### config.mk
export PLATFORM = sky130hd
export DESIGN_NAME = kraaken_stream_feeder
export DESIGN_NICKNAME = d
export VERILOG_FILES = /design/src/rtl/kraaken_stream_feeder.sv
export SDC_FILE = /design/constraint.sdc
export NUM_CORES = 1
export LEC_CHECK = 0
export BUFFER_PORTS_ARGS = -buffer_cell sky130_fd_sc_hd__buf_2
export CAP_MARGIN = 20
export CORE_MARGIN = 1.5
export CORE_UTILIZATION = 45
export CTS_CLUSTER_DIAMETER = 200
export DETAILED_ROUTE_END_ITERATION = 8
export MAX_ROUTING_LAYER = met4
export SETUP_SLACK_MARGIN = 0.4
export SYNTH_ARGS = -nofsm -noshare
export SYNTH_HDL_FRONTEND = slang
export SYNTH_SLANG_ARGS = --single-unit
### constraint.sdc
create_clock -name clk -period 2.6 [get_ports clk]
set_clock_uncertainty 0.05 [all_clocks]
set_input_delay 0.13 -clock clk [delete_from_list [all_inputs] [get_ports clk]]
set_output_delay 0.13 -clock clk [all_outputs]
set_load 0.05 [all_outputs]
### src/rtl/kraaken_stream_feeder.sv
`default_nettype none
// ============================================================================
//  Module      : kraaken_stream_feeder
//  Description : Sequences the shared regex finger control bus for a tagged
//                byte stream and returns one fired-flag result per packet.
//  Revision    : 1.0 - initial release
// ============================================================================
module kraaken_stream_feeder #(
    parameter int NUM_REGEX = 8,
    parameter int EOP_DELAY = 2
) (
    input  logic                 clk,
    input  logic                 rst,
    input  logic [7:0]           in_data,
    input  logic                 in_vld,
    input  logic                 in_sop,
    input  logic                 in_eop,
    input  logic [5:0]           in_stream_id,
    output logic                 in_rdy,
    input  logic                 cfg_we,
    input  logic                 cfg_clr,
    input  logic [5:0]           cfg_addr,
    input  logic [NUM_REGEX-1:0] cfg_en_mask,
    output logic                 load_state,
    output logic [5:0]           stream_id,
    output logic                 new_stream_id,
    output logic [NUM_REGEX-1:0] enable,
    output logic [7:0]           char_out,
    output logic                 char_out_vld,
    output logic                 eop,
    input  logic [NUM_REGEX-1:0] fired_in,
    output logic                 res_vld,
    input  logic                 res_rdy,
    output logic [5:0]           res_stream_id,
    output logic [NUM_REGEX-1:0] res_fired,
    output logic [15:0]          drop_cnt
);

    // DRAIN spends EOP_DELAY-1 cycles; the counter runs down to zero inclusive.
    localparam logic [2:0] c_DRAIN_LOAD = (EOP_DELAY > 1) ? 3'(EOP_DELAY - 2) : 3'd0;

    typedef enum logic [2:0] {
        S_IDLE   = 3'd0,
        S_LOAD   = 3'd1,
        S_PRIME  = 3'd2,
        S_STREAM = 3'd3,
        S_DRAIN  = 3'd4,
        S_EOP    = 3'd5,
        S_CAPT   = 3'd6,
        S_REPORT = 3'd7
    } state_t;

    state_t                 r_state;
    state_t                 w_next;

    logic [5:0]             r_sid;
    logic [NUM_REGEX-1:0]   r_en;
    logic                   r_new;
    logic [63:0]            r_seen;
    logic [NUM_REGEX-1:0]   r_mask [64];
    logic [2:0]             r_dly;
    logic [7:0]             r_char;
    logic [5:0]             r_res_sid;
    logic [NUM_REGEX-1:0]   r_res_fired;
    logic [15:0]            r_drop;

    logic                   w_start;
    logic                   w_drop;

    assign w_start = (r_state == S_IDLE) && in_vld && in_sop;
    assign w_drop  = (r_state == S_IDLE) && in_vld && !in_sop;

    always_comb begin
        w_next       = r_state;
        in_rdy       = 1'b0;
        char_out_vld = 1'b0;
        case (r_state)
            S_IDLE: begin
                if (in_vld) begin
                    if (in_sop) begin
                        w_next = S_LOAD;
                    end else begin
                        in_rdy = 1'b1;
                    end
                end
            end
            S_LOAD:  w_next = S_PRIME;
            S_PRIME: w_next = S_STREAM;
            S_STREAM: begin
                in_rdy       = 1'b1;
                char_out_vld = in_vld;
                if (in_vld && in_eop) begin
                    w_next = (EOP_DELAY > 1) ? S_DRAIN : S_EOP;
                end
            end
            S_DRAIN: begin
                if (r_dly == 3'd0) begin
                    w_next = S_EOP;
                end
            end
            S_EOP:  w_next = S_CAPT;
            S_CAPT: w_next = S_REPORT;
            S_REPORT: begin
                if (res_rdy) begin
                    w_next = S_IDLE;
                end
            end
            default: w_next = S_IDLE;
        endcase
    end

    always_ff @(posedge clk) begin
        if (rst) begin
            r_state     <= S_IDLE;
            r_sid       <= 6'd0;
            r_en        <= '0;
            r_new       <= 1'b0;
            r_seen      <= 64'd0;
            r_dly       <= 3'd0;
            r_char      <= 8'd0;
            r_res_sid   <= 6'd0;
            r_res_fired <= '0;
            r_drop      <= 16'd0;
            for (int i = 0; i < 64; i++) begin
                r_mask[i] <= '1;
            end
        end else begin
            r_state <= w_next;

            // Table reads below see the pre-write value on a same-cycle write.
            if (cfg_we) begin
                r_mask[cfg_addr] <= cfg_en_mask;
            end
            if (cfg_clr) begin
                r_seen[cfg_addr] <= 1'b0;
            end
            // Later assignment wins, so the LOAD seen-set beats a same-id clear.
            if (r_state == S_LOAD) begin
                r_seen[r_sid] <= 1'b1;
            end

            if (w_start) begin
                r_sid <= in_stream_id;
                r_en  <= r_mask[in_stream_id];
                r_new <= ~r_seen[in_stream_id];
            end

            if (w_drop) begin
                r_drop <= r_drop + 16'd1;
            end

            if (char_out_vld) begin
                r_char <= in_data;
            end

            if (r_state == S_STREAM) begin
                r_dly <= c_DRAIN_LOAD;
            end else if (r_state == S_DRAIN) begin
                r_dly <= r_dly - 3'd1;
            end

            if (r_state == S_CAPT) begin
                r_res_fired <= fired_in;
                r_res_sid   <= r_sid;
            end
        end
    end

    assign load_state    = (r_state == S_LOAD);
    assign new_stream_id = load_state & r_new;
    assign stream_id     = r_sid;
    assign enable        = r_en;
    assign char_out      = char_out_vld ? in_data : r_char;
    assign eop           = (r_state == S_EOP);
    assign res_vld       = (r_state == S_REPORT);
    assign res_stream_id = r_res_sid;
    assign res_fired     = r_res_fired;
    assign drop_cnt      = r_drop;

endmodule
`default_nettype wire

==> impl_results.md <==
* Clock root buffer: clkbuf_16
* CTS tree: built
* Via count at 20300
* EDFF count, synth at 512
* Pwr Density at 689 nW/um2
* Mapped Nets at 2442
* First-pass detailed-route iteration total at 5
* Pin count of the biggest net entering global routing at 186
* Min cycle time layout at 2.18 ns
* Fillers at 5528
* Synth top area share at 51.7%
* RSZ-0062 raised after global routing: false
* Initial antenna violation count at 1
* Max_cap viols at 0
* Sinks on the clock net at 635
* Crit Path Category: input pin to flip-flop
* GRT Overall Usage at 24.9%
* Sw Ratio at 24.0%
* Maximum operating frequency at 0.459 GHz
* Arrival @ worst endpoint at 2.58 ns
* Final WS setup at 0.421 ns
* Synth top area cells: edfxtp_1 52%, or3_1 11%, dfxtp_1 8.3%, mux4_2 5.5%, mux2_2 4.9%
* Cell Area, Synth at 29700 um2
* Setup Slack @ Placement at 0.145 ns
* Final HPWL DP at 50.5 mm
* Starting Density at 45.3%
* Cells after Synth at 2395
* WL per Instance at 24.7 um
* Max-slew headroom at the worst pin at 30.7%
* ANT nets after route at 0
* Combinational fraction of design power at 9.5%
* Clock share of power at 40.3%
* Post-Route Setup TNS at 0 ns
* GRT overflow at 0
* DRC at 0
* First DRT Iteration DRCs at 2103
* Vias in the first global route at 19500
* Clk slew on worst S/H paths at 0.06 ns
* Data required time of the critical path at 3.00 ns
* Startpoint Class: input pin
* Flop pwr share at 50.2%
* Clock Path Buffers at 3
* Crit Path Max Fanout at 16
* WHS at 0.0832 ns
* Pins Over Slew Limit at 0
* Syn-to-layout area delta at 13.3%
* Final nets at 2487
* Setup violations, final at 0
* Area of the core at 65600 um2
* Tcrit/Tclk final at 83.8%
* Die height at 260 um
* CTS buffer count at 68
* VDD IR max at 0.000426 V
* Die W at 260 um
* Psw at 5.59 mW
* Layout cells sized above 1 at 22.0%
* Power, Total at 23.2 mW
* PortBufs at 101
* Vias per cell at 6.05
* First-pass GRT wire length at 124 mm
* Hold Vio Cnt, Final at 0
* Worst skew pair latency at 0.60 ns
* Register area share after synthesis at 60.0%
* Pleak at 11.0 nW
* Status: finished clean
* CP endpoint kind: flip-flop
* Worst-Margin Slew at 1.04 ns
* Worst Hold Class: input pin to flip-flop
* Synth warn at 0
* Top_reg_cell synth: edfxtp_1
* Ports at 102
* Overall routed net length at 82.8 mm
* Synth cell types at 52
* Leading area contributor after synthesis: edfxtp_1
* Row count at 94
* Internal Dissipation at 17.6 mW
* DIE AREA at 67700 um2
* Mean post-synth cell area at 12.4 um2
* H-tree levels at 3
* Fraction of registers with async set/reset at 0%
* Routability cong. at 0.848
* #FFs+latches synth at 635
-- critical path, cell delays in order --
cell and delay [ns]:
dlygate4sd3_1 0.53, buf_2 0.39, and3b_1 0.40, a22oi_1 0.35, nand2_1 0.13, a211oi_1 0.46, o221ai_1 0.18
-- routing by layer --
| metal | routed length, um | track usage, % | vias to the layer above |
|---|---|---|---|
| met5 | 0 | - | - |
| met4 | 1810 | 6.90 | 0 |
| met3 | 5580 | 3.33 | 123 |
| met2 | 38100 | 37.7 | 814 |
| met1 | 37300 | 35.3 | 10200 |
| li1 | - | - | 9144 |
-- flip-flops by register name, summed over array words and instances (netlist names), 6 cells and up --
register	count
r_seen	64
drop_cnt	16
stream_id	6
r_mask	512
enable	8
r_char	8
res_fired	8
res_stream_id	6
-- path summary, 6_finish.rpt --
kind / end / slack, ns / startpoint / depth (start not counted)
setup / recovery: enable[3] / 0.42 / in_stream_id[3] / 7
hold / removal: r_state[2] / 0.08 / in_eop / 6
setup reg to reg: enable[3] / 0.50 / r_mask[51][3] / 5
hold reg to reg: res_fired[2] / 0.40 / res_fired[2] / 2
-- synthesized netlist by cell type (39+ instances only) --
library cell and n:
nand2_1 144, or3_1 518, clkbuf_1 215, dfxtp_1 123, mux4_2 73, o21ai_0 83, mux2_2 130, nor2_1 52
a21oi_1 91, o22ai_1 51, buf_2 39, edfxtp_1 512
-- layout by cell type, fill, tap and decap left out, types with 33 or more instances in the layout --
cell type  synthesis  final
a21oi_1           91     91
edfxtp_1         512    512
buf_4              5    118
a22oi_1           36     36
mux2_2           130    130
buf_2             39     92
o22ai_1           51     51
o21ai_0           83     83
o21bai_1          36     36
mux4_2            73     73
or3_1            518    517
nand2_1          144    143
nor2b_1           33     33
nor2_1            52     52
dfxtp_1          123    120
clkbuf_16          0     71
a211oi_1          33     33
-- repair_timing --
item | in CTS | in global routing
endpoints found under the setup margin | 15 | 15
endpoints found under the hold margin | 31 | 0
resized for setup | 8 | 9
pin swaps | 0 | 1
hold buffers | 26 | 0
gates cloned | 0 | 1
buffers inserted | 0 | 3
-- per-stage QoR --
step	utilization, %	instance area (um2)	cells
after floorplan	-	29700	2395
after global placement	47.6	31300	3204
after detailed placement	47.6	31300	3204
after CTS	51.3	33700	3350
after global routing	51.4	33700	3355
final	51.4	33700	3355
-- area by class of cell --
class	count	area (um2)	share of cell area, %
clock inverters	24	190	0.564
diodes	1	2.50	0.00742
well taps	864	1080	3.21
flip-flops and latches	635	17800	52.9
multi-input cells	1463	10700	31.6
inverters	16	60.1	0.178
clock buffers	96	1920	5.70
repair buffers	256	1950	5.79
-- power groups by stage --
stage | logic (mW) | registers [mW] | clock network [mW]
after floorplan | 1.35 | 11.8 | 0
after global placement | 2.11 | 11.8 | 0
after detailed placement | 2.14 | 11.9 | 0
after CTS | 2.19 | 11.6 | 9.52
after global routing | 2.34 | 11.7 | 9.86
final | 2.21 | 11.6 | 9.37
-- cell families after synthesis --
| family | Yosys count | synth area share, % |
|---|---|---|
| adders and majority gates | 3 | 0.126 |
| and+or+nand+nor | 861 | 16.7 |
| muxes | 207 | 10.6 |
| xor gates and xnor gates | 15 | 0.442 |
| DFF | 635 | 60.0 |
| buffers and inverters | 298 | 4.32 |
| AOI/OAI and AO/OA | 376 | 7.88 |
No activity file was read; power rests on OpenSTA's default activity.
